**config.mk**
```make
export PLATFORM = sky130hd
export DESIGN_NAME = note_spawner
export DESIGN_NICKNAME = d
export VERILOG_FILES = /design/src/rtl/note_pkg.sv /design/src/rtl/note_lane.sv /design/src/rtl/note_spawner.sv
export SDC_FILE = /design/constraint.sdc
export NUM_CORES = 1
export LEC_CHECK = 0
export ABC_CLOCK_PERIOD_IN_PS = 3900
export BUFFER_PORTS_ARGS = -buffer_cell sky130_fd_sc_hd__buf_2
export CAP_MARGIN = 10
export CORE_MARGIN = 4
export CORE_UTILIZATION = 55
export DETAILED_ROUTE_END_ITERATION = 10
export PLACE_DENSITY = 0.77
export SYNTH_ARGS = -nofsm -noshare
export SYNTH_HDL_FRONTEND = slang
export SYNTH_HIERARCHICAL = 1
export SYNTH_SLANG_ARGS = --single-unit
```
**constraint.sdc**
```tcl
create_clock -name clk -period 3.9 [get_ports clk]
set_input_delay 0.585 -clock clk [delete_from_list [all_inputs] [get_ports clk]]
set_output_delay 0.585 -clock clk [all_outputs]
set_load 0.02 [all_outputs]
```
**src/rtl/note_pkg.sv**
```systemverilog
// note_pkg
//   Shared definitions for the four-lane rhythm-game note engine.
//   Holds the lane/position constants, the per-level spawn interval
//   constants, the spawn-pattern ROM and the interval lookup.
//   No ports; imported by note_spawner and note_lane.

package note_pkg;

  localparam int NUM_LANES = 4;
  localparam int POS_W     = 4;
  localparam int SPAWN_POS = 15;

  localparam int INT_L1 = 8;
  localparam int INT_L2 = 4;
  localparam int INT_L3 = 2;

  // Lane mask for a spawn event; bit i selects lane i.
  // Level 1 only walks through four single-lane patterns, so it uses step[1:0].
  function automatic logic [NUM_LANES-1:0] pattern(input logic [1:0] level,
                                                   input logic [2:0] step);
    logic [NUM_LANES-1:0] mask;
    mask = '0;
    case (level)
      2'd1: begin
        case (step[1:0])
          2'd0: mask = 4'b0001;
          2'd1: mask = 4'b0010;
          2'd2: mask = 4'b0100;
          default: mask = 4'b1000;
        endcase
      end
      2'd2: begin
        case (step)
          3'd0: mask = 4'b0001;
          3'd1: mask = 4'b0100;
          3'd2: mask = 4'b0010;
          3'd3: mask = 4'b1000;
          3'd4: mask = 4'b0101;
          3'd5: mask = 4'b1010;
          3'd6: mask = 4'b0011;
          default: mask = 4'b1100;
        endcase
      end
      2'd3: begin
        case (step)
          3'd0: mask = 4'b0011;
          3'd1: mask = 4'b0110;
          3'd2: mask = 4'b1100;
          3'd3: mask = 4'b1001;
          3'd4: mask = 4'b0101;
          3'd5: mask = 4'b1010;
          3'd6: mask = 4'b1111;
          default: mask = 4'b0000;
        endcase
      end
      default: mask = 4'b0000;
    endcase
    return mask;
  endfunction

  // Number of animation ticks between spawn events; 0 for the idle level.
  function automatic logic [3:0] interval_sel(input logic [1:0] level,
                                              input int int_l1,
                                              input int int_l2,
                                              input int int_l3);
    logic [3:0] ivl;
    case (level)
      2'd1:    ivl = 4'(int_l1);
      2'd2:    ivl = 4'(int_l2);
      2'd3:    ivl = 4'(int_l3);
      default: ivl = 4'd0;
    endcase
    return ivl;
  endfunction

endpackage

```
**src/rtl/note_lane.sv**
```systemverilog
// note_lane
//   One lane of the note engine: holds the lane's note position and
//   applies spawn / hit / fall priority.
//   Ports:
//     clk, rst    - clock, async active-high reset
//     spawn_req   - spawn event selects this lane this clk
//     hit         - player hit / clear request for this lane
//     tick        - one-clk animation tick
//     pos         - current position, 0 = empty
//     spawned     - one-clk pulse coinciding with a SPAWN_POS load

module note_lane
  import note_pkg::*;
#(
  parameter int LANE_POS_W     = POS_W,
  parameter int LANE_SPAWN_POS = SPAWN_POS
) (
  input  logic                  clk,
  input  logic                  rst,
  input  logic                  spawn_req,
  input  logic                  hit,
  input  logic                  tick,
  output logic [LANE_POS_W-1:0] pos,
  output logic                  spawned
);

  logic lane_empty;

  assign lane_empty = (pos == '0);

  // A spawn only takes an occupied lane if the player clears it in the same
  // clk; otherwise the request is dropped and the old note keeps falling.
  // Falling from 1 to 0 is a silent miss.
  always_ff @(posedge clk or posedge rst) begin
    if (rst) begin
      pos     <= '0;
      spawned <= 1'b0;
    end else begin
      spawned <= 1'b0;
      if (spawn_req && (lane_empty || hit)) begin
        pos     <= LANE_POS_W'(LANE_SPAWN_POS);
        spawned <= 1'b1;
      end else if (hit) begin
        pos <= '0;
      end else if (tick && !lane_empty) begin
        pos <= pos - 1'b1;
      end
    end
  end

endmodule

```
**src/rtl/note_spawner.sv**
```systemverilog
// note_spawner
//   Four-lane rhythm-game note engine. Detects animation ticks, counts them
//   against a level-dependent interval, picks a lane pattern for each spawn
//   event and drives four note_lane instances.
//   Ports:
//     clk, rst    - clock, async active-high reset
//     noteAction  - per-lane hit / clear request
//     level_num   - 0 idle, 1..3 difficulty
//     animate     - slow signal, each rising edge is one animation tick
//     locations   - lane i position in bits [4i+3:4i], 0 = empty
//     note_spawn  - one-clk pulse per lane when that lane loads SPAWN_POS

module note_spawner
  import note_pkg::*;
#(
  parameter int P_POS_W     = POS_W,
  parameter int P_SPAWN_POS = SPAWN_POS,
  parameter int P_INT_L1    = INT_L1,
  parameter int P_INT_L2    = INT_L2,
  parameter int P_INT_L3    = INT_L3
) (
  input  logic                           clk,
  input  logic                           rst,
  input  logic [NUM_LANES-1:0]           noteAction,
  input  logic [1:0]                     level_num,
  input  logic                           animate,
  output logic [NUM_LANES*P_POS_W-1:0]   locations,
  output logic [NUM_LANES-1:0]           note_spawn
);

  logic                 animate_q;
  logic [1:0]           level_q;
  logic [2:0]           tick_cnt;
  logic [2:0]           step_cnt;
  logic                 tick;
  logic                 level_change;
  logic [3:0]           interval;
  logic                 spawn_event;
  logic [NUM_LANES-1:0] spawn_mask;

  assign tick         = animate & ~animate_q;
  assign level_change = (level_num != level_q);
  assign interval     = interval_sel(level_num, P_INT_L1, P_INT_L2, P_INT_L3);

  // A level change restarts the schedule, so it suppresses the spawn event
  // on that clk even if a tick lands on it.
  assign spawn_event = tick && !level_change && (level_num != 2'd0) &&
                       ({1'b0, tick_cnt} == (interval - 4'd1));

  assign spawn_mask = spawn_event ? pattern(level_num, step_cnt) : '0;

  // Edge history for tick detection and the level seen last clk.
  always_ff @(posedge clk or posedge rst) begin
    if (rst) begin
      animate_q <= 1'b0;
      level_q   <= 2'd0;
    end else begin
      animate_q <= animate;
      level_q   <= level_num;
    end
  end

  // Tick counter counts up to interval-1 then wraps on the spawn event,
  // advancing the pattern step. Idle level holds the counter at zero.
  always_ff @(posedge clk or posedge rst) begin
    if (rst) begin
      tick_cnt <= 3'd0;
      step_cnt <= 3'd0;
    end else if (level_change) begin
      tick_cnt <= 3'd0;
      step_cnt <= 3'd0;
    end else if (level_num == 2'd0) begin
      tick_cnt <= 3'd0;
    end else if (spawn_event) begin
      tick_cnt <= 3'd0;
      step_cnt <= step_cnt + 3'd1;
    end else if (tick) begin
      tick_cnt <= tick_cnt + 3'd1;
    end
  end

  for (genvar i = 0; i < NUM_LANES; i++) begin : g_lane
    note_lane #(
      .LANE_POS_W     (P_POS_W),
      .LANE_SPAWN_POS (P_SPAWN_POS)
    ) u_lane (
      .clk       (clk),
      .rst       (rst),
      .spawn_req (spawn_mask[i]),
      .hit       (noteAction[i]),
      .tick      (tick),
      .pos       (locations[P_POS_W*i +: P_POS_W]),
      .spawned   (note_spawn[i])
    );
  end

endmodule

```
==> Word-level counts from Yosys, hierarchy flattened <==
Cells that the tools add are included.
{ "op_classes": {"add_sub_neg": 7, "n_eq_ne": 14, "muxes": 29, "n_bitwise": 2, "n_reduce_logical": 35} }
{ "op_table": {"columns": ["cell", "n"], "rows": [
  ["4-bit case mux with 7 select lines", 2],
  ["4-bit 2-to-1 mux", 13],
  ["4-bit case mux with 3 select lines", 3],
  ["3-bit 2-to-1 mux", 7],
  ["4-bit by 1-bit subtractor with 4-bit output, second input constant", 5],
  ["4-bit zero test", 4],
  ["3-bit nonzero test", 4],
  ["1-bit logical AND", 11],
  ["3-bit == test, second input constant", 3],
  ["3-bit by 1-bit adder with 3-bit output, second input constant", 2],
  ["2-bit == test, second input constant", 3],
  ["3-bit by 2-bit == test with 1-bit output, second input constant", 2],
  ["1-bit zero test", 5],
  ["2-bit by 1-bit == test with 1-bit output, second input constant", 2],
  ["3-bit by 4-bit == test with 1-bit output", 1],
  ["2-bit zero test", 2],
  ["1-bit logical OR", 4],
  ["1-bit 2-to-1 mux", 4],
  ["2-bit nonzero test", 2],
  ["4-bit nonzero test", 1],
  ["3-bit by 1-bit == test with 1-bit output, second input constant", 1],
  ["3-bit zero test", 1],
  ["2-bit inequality test", 1],
  ["2-bit inequality test, second input constant", 1],
  ["3 further kinds", 3]
]} }
{ "word_totals": {"ff_bits": 29, "out_inout_bits": 20, "elab_cells": 99} }

==> Longest topological paths before layout <==
{ "logic_depth": {"word_depth": 8, "depth_mapped": 10, "depth_no_buf": 9} }

==> Modules after synthesis <==
The synthesis kept the hierarchy.
{ "modules_own_cells": {"columns": ["mod", "n_inst", "cells_each", "area_per_inst_um2", "seq_area_each_um2"], "rows": [
  ["note_lane", 4, 30, 294.0, 125.1],
  ["note_spawner", 1, 86, 789.5, 225.2]
]} }

==> Worst setup path after synthesis <==
No wires, ideal clock.
{ "synth_timing": {"path_type": "flip-flop to flip-flop", "from": "register step_cnt[0]", "to": "register g_lane[2].u_lane.pos[0]", "setup_ns": 0.065, "arrival_ns": 1.904, "t_required_ns": 3.835, "setup_slack_ns": 1.931, "path_stages_with_launch": 11, "path_buffers": 1, "path_cell_list": "dfrtp_1 inv_1 ha_1 clkbuf_1 nor3_1 nor3_1 a211o_1 a21oi_1 inv_1 mux2i_1 o221a_2"} }
{ "synth_between": {"elab_chain_len": 6} }
{ "synth_lines": {"columns": ["item", "line_no", "rtl"], "rows": [
  ["start: declaration", "note_spawner.sv:34", "logic [2:0] step_cnt;"],
  ["start signal: assignment", "note_spawner.sv:76", "step_cnt <= step_cnt + 3'd1;"],
  ["3-bit == test (tied with other cells)", "note_pkg.sv:33, note_pkg.sv:45", null],
  ["4-bit case mux with 7 select lines (tied with other cells)", "note_pkg.sv:45", "case (step)"],
  ["4-bit case mux with 3 select lines (*)", "note_pkg.sv:23", "case (level)"],
  ["4-bit 2-to-1 mux (*)", "note_spawner.sv:50", "assign spawn_mask = spawn_event ? pattern(level_num, step_cnt) : '0;"],
  ["via spawn_mask[2]", "note_spawner.sv:39", "logic [NUM_LANES-1:0] spawn_mask;"],
  ["1-bit logical AND (*)", "note_lane.sv:40", "if (spawn_req && (lane_empty || hit)) begin"],
  ["3-bit nonzero test (no source line) / 4-bit 2-to-1 mux (equally long branches)", null, null],
  ["end signal: assignment", "note_lane.sv:41", "pos <= LANE_POS_W'(LANE_SPAWN_POS);"],
  ["end signal: assignment", "note_lane.sv:46", "pos <= pos - 1'b1;"],
  ["end: declaration", "note_lane.sv:23", "output logic [LANE_POS_W-1:0] pos,"]
]} }
Mark *: on every way through the listed nets, which the timed path passes. The rest lies on a longest branch.
A chain may end at the register's enable or synchronous reset.

==> Final worst setup path <==
{ "layout_timing": {"from": "register step_cnt[0]", "to": "register g_lane[2].u_lane.pos[1]"} }
Same word-level chain as after synthesis.

==> results.yml <==
run_status:
  status: "finished, final reports clean"
yosys:
  avgSynthCellArea_um2: 9.54
  synth_compound_area_frac: 0.195
  synthXorXnorAreaFrac: 0.0356
  synth_cell_type_count: 39
  synth_top_cell_by_area: "dfrtp_1"
  synthAdderAreaFrac: 0.102
  netlist.area_leader.share: 0.369
  synthMuxAreaShare: 0.0439
  synth_top_family_by_area: "compound AO/OA/AOI/OAI gates"
  ys.flop_type: "dfrtp_1"
  syn_inst: 206
  ys_ff_latch: 29
  ys_seq_area_frac: 0.369
  synthTopCellsByArea: "dfrtp_1 37%, ha_1 10%, inv_1 5.9%"
  synth_edf_count: 0
  synthSimpleGateAreaFrac: 0.180
  synth_nets: 231
  yosysWarnings: 6
  async_reset_ff_frac: 1.00
  synthesis.area_um2: 1970
timing:
  final_hold_viol_count: 0
  slew_viol_final: 0
  rsz0062_at_grt: "false"
  hold_slack_ns: 0.189
  worst_pin_slew_ns: 0.349
  tns_ns: 0
  period_needed_ns: 2.22
  slew_headroom: 0.764
  finalSetupViolCount: 0
  max_freq_mhz: 451
  final.period_utilization: 0.568
  worst_clock_skew_ns: 0.00666
route:
  routed_wl_mm: 3.76
  postRouteAntennaNets: 0
  remaining_drc_errors: 0
  post_drt_via_cell_ratio: 5.39
  firstDrtPassIters: 4
  num_vias: 1530
  avgRoutedWirePerCell_um: 13.2
  first_iter_violations: 54
global_route:
  antenna_found_initial: 0
  grt_pass1_vias: 1463
  grt_first_pass_wirelength_mm: 6.44
  grt_util_all_layers: 0.184
  overflow: 0
  grt_max_degree: 32
pwr:
  power_frac_comb: 0.424
  p_leak_nw: 1.13
  p_seq_frac: 0.380
  ir_drop_v: 0.000330
  power_switching_mw: 0.400
  clkPwrFrac: 0.195
  p_sw_frac: 0.376
  p_int_mw: 0.665
  pwr_density_cell_nw_per_um2: 481
clock_network:
  numCtsBuffers: 5
  cts_resized: 0
  cts_buffer_depth: 2
  cts.clk_slew.worst_paths_ns: 0.09
  cts_root_buf: "clkbuf_4"
  cts_setup_buffers: 0
  clock_latency_ns: 0.32
  cts_sinks: 29
  cts_tree: "done"
  cts_hold_buf: 0
  h-tree-depth: 2
critical_path:
  start_kind: "flop"
  reg2reg_to: "g_lane[2].u_lane/pos[1]"
  critPathKind: "reg2reg"
  endpoint_kind: "flop"
  cp.arrival_ns: 2.48
  rrSetupSlack_ns: 1.68
  startpoint: "step_cnt[0]"
  worstPathRequired_ns: 4.17
  endpoint: "g_lane[2].u_lane/pos[1]"
  r2r_cells: 9
  rr_startpoint: "step_cnt[0]"
  crit_fanout: 8
final_layout:
  layout-drive-gt1-share: 0.273
  nFillCells: 277
  fin_util: 0.653
  area_growth_pct: 12.6
  antenna_cells: 0
  nNetsFinal: 262
placement:
  numPortBuffers: 28
  gp_congestion: 0.874
  dp_hpwl_mm: 2.79
floorplan:
  initial_core_util: 0.580
  die_y_um: 67.8
  boundaryPins: 29
  num_rows: 21
  die_area_um2: 4590
  fp.dieW_um: 67.8
  coreArea_um2: 3390
run:
  cap_violations: 0
hold_path:
  hp-class: "in2async"
==> Yosys cell counts, types with 2 or more instances <==
cell,instances
a211o_1,2
a21boi_0,4
a21o_2,4
a21oi_1,10
and3b_2,4
buf_2,3
dfrtp_1,29
ha_1,16
inv_1,31
mux2i_1,6
nand2_1,23
nand2b_1,2
nand3_1,2
nand3b_1,3
nor2_1,10
nor2b_1,2
nor3_1,3
nor4b_1,4
o211ai_1,2
o21ai_0,11
o221a_2,8
or3b_4,4
xnor2_1,6
xor2_1,2
==> flip-flops by register name, summed over array words and instances (netlist names) <==
| name | count |
|---|---|
| animate_q | 1 |
| g_lane.u_lane/pos | 16 |
| g_lane.u_lane/spawned | 4 |
| level_q | 2 |
| step_cnt | 3 |
| tick_cnt | 3 |
==> worst min path at each step <==
| stage | depth (start not counted) | end | slack (ns) |
|---|---|---|---|
| after global placement | 2 | g_lane[0].u_lane/pos[0] | 0.54 |
| after detailed placement | 2 | g_lane[0].u_lane/pos[0] | 0.54 |
| after CTS | 2 | g_lane[0].u_lane/pos[1] | 0.18 |
| after floorplan | 1 | g_lane[0].u_lane/pos[0] | 0.36 |
| after global routing | 2 | g_lane[1].u_lane/spawned | 0.19 |
| final | 2 | g_lane[0].u_lane/pos[1] | 0.19 |
==> cells in the final DEF, fill, tap and decap left out, drive strengths merged, types with 6 or more instances in the layout <==
master / Yosys / routed
nand2: 23 / 23
o21ai: 11 / 11
ha: 16 / 16
o221a: 8 / 8
mux2i: 6 / 6
buf: 4 / 29
inv: 31 / 31
nor2: 10 / 10
xnor2: 6 / 6
dfrtp: 29 / 29
a21oi: 10 / 10
clkbuf: 1 / 7
==> per-stage QoR <==
| stage | power [mW] | instances | setup slack, ns | area, um2 |
|---|---|---|---|---|
| floorplan | 0.748 | 206 | 1.93 | 1970 |
| global route | 1.15 | 284 | 1.45 | 2210 |
| finish | 1.06 | 284 | 1.68 | 2210 |
| CTS | 1.07 | 284 | 1.70 | 2210 |
| detailed placement | 0.863 | 276 | 1.66 | 2140 |
| global placement | 0.855 | 276 | 1.70 | 2140 |
==> power groups by stage <==
stage | Combinational [mW] | Sequential (mW) | Clock, mW
floorplan | 0.291 | 0.457 | 0
global placement | 0.448 | 0.407 | 0
CTS | 0.454 | 0.404 | 0.215
finish | 0.452 | 0.405 | 0.208
detailed placement | 0.453 | 0.411 | 0
global route | 0.510 | 0.411 | 0.227
==> per-layer routing <==
layer	up-vias	global-route usage	part of all wire
li1	777	-	-
met1	716	0.233	0.47
met2	32	0.310	0.47
met3	5	0.0449	0.042
met4	0	0.0546	0.010
met5	-	0	0
==> layout make-up <==
class                      count  area [um2]  area share
timing repair buffer          29         148      0.0667
multi-input combinational    141        1100       0.495
inverter                      31         116      0.0526
sequential                    29         726       0.328
tap                           46        57.6      0.0260
clock buffer                   7        65.1      0.0294
clock inverter                 1        5.00     0.00226
==> critical path, stage by stage, from the launching register on <==
cell and delay, ns:
dfrtp_1 0.50, inv_1 0.13, ha_1 0.32, nor3_1 0.22
nor3_1 0.06, a211o_1 0.29, a21oi_1 0.14, inv_1 0.09
mux2i_1 0.19, o221a_2 0.21
==> logic make-up after synthesis <==
kind of cell	after synthesis
XOR/XNOR	8
AO/OA/AOI/OAI	49
multiplexers	8
flip-flops	29
buffers and inverters	36
adder cells (fa/ha/maj)	16
AND/OR/NAND/NOR	60
Note: power is estimated with default switching activity, not from simulation.
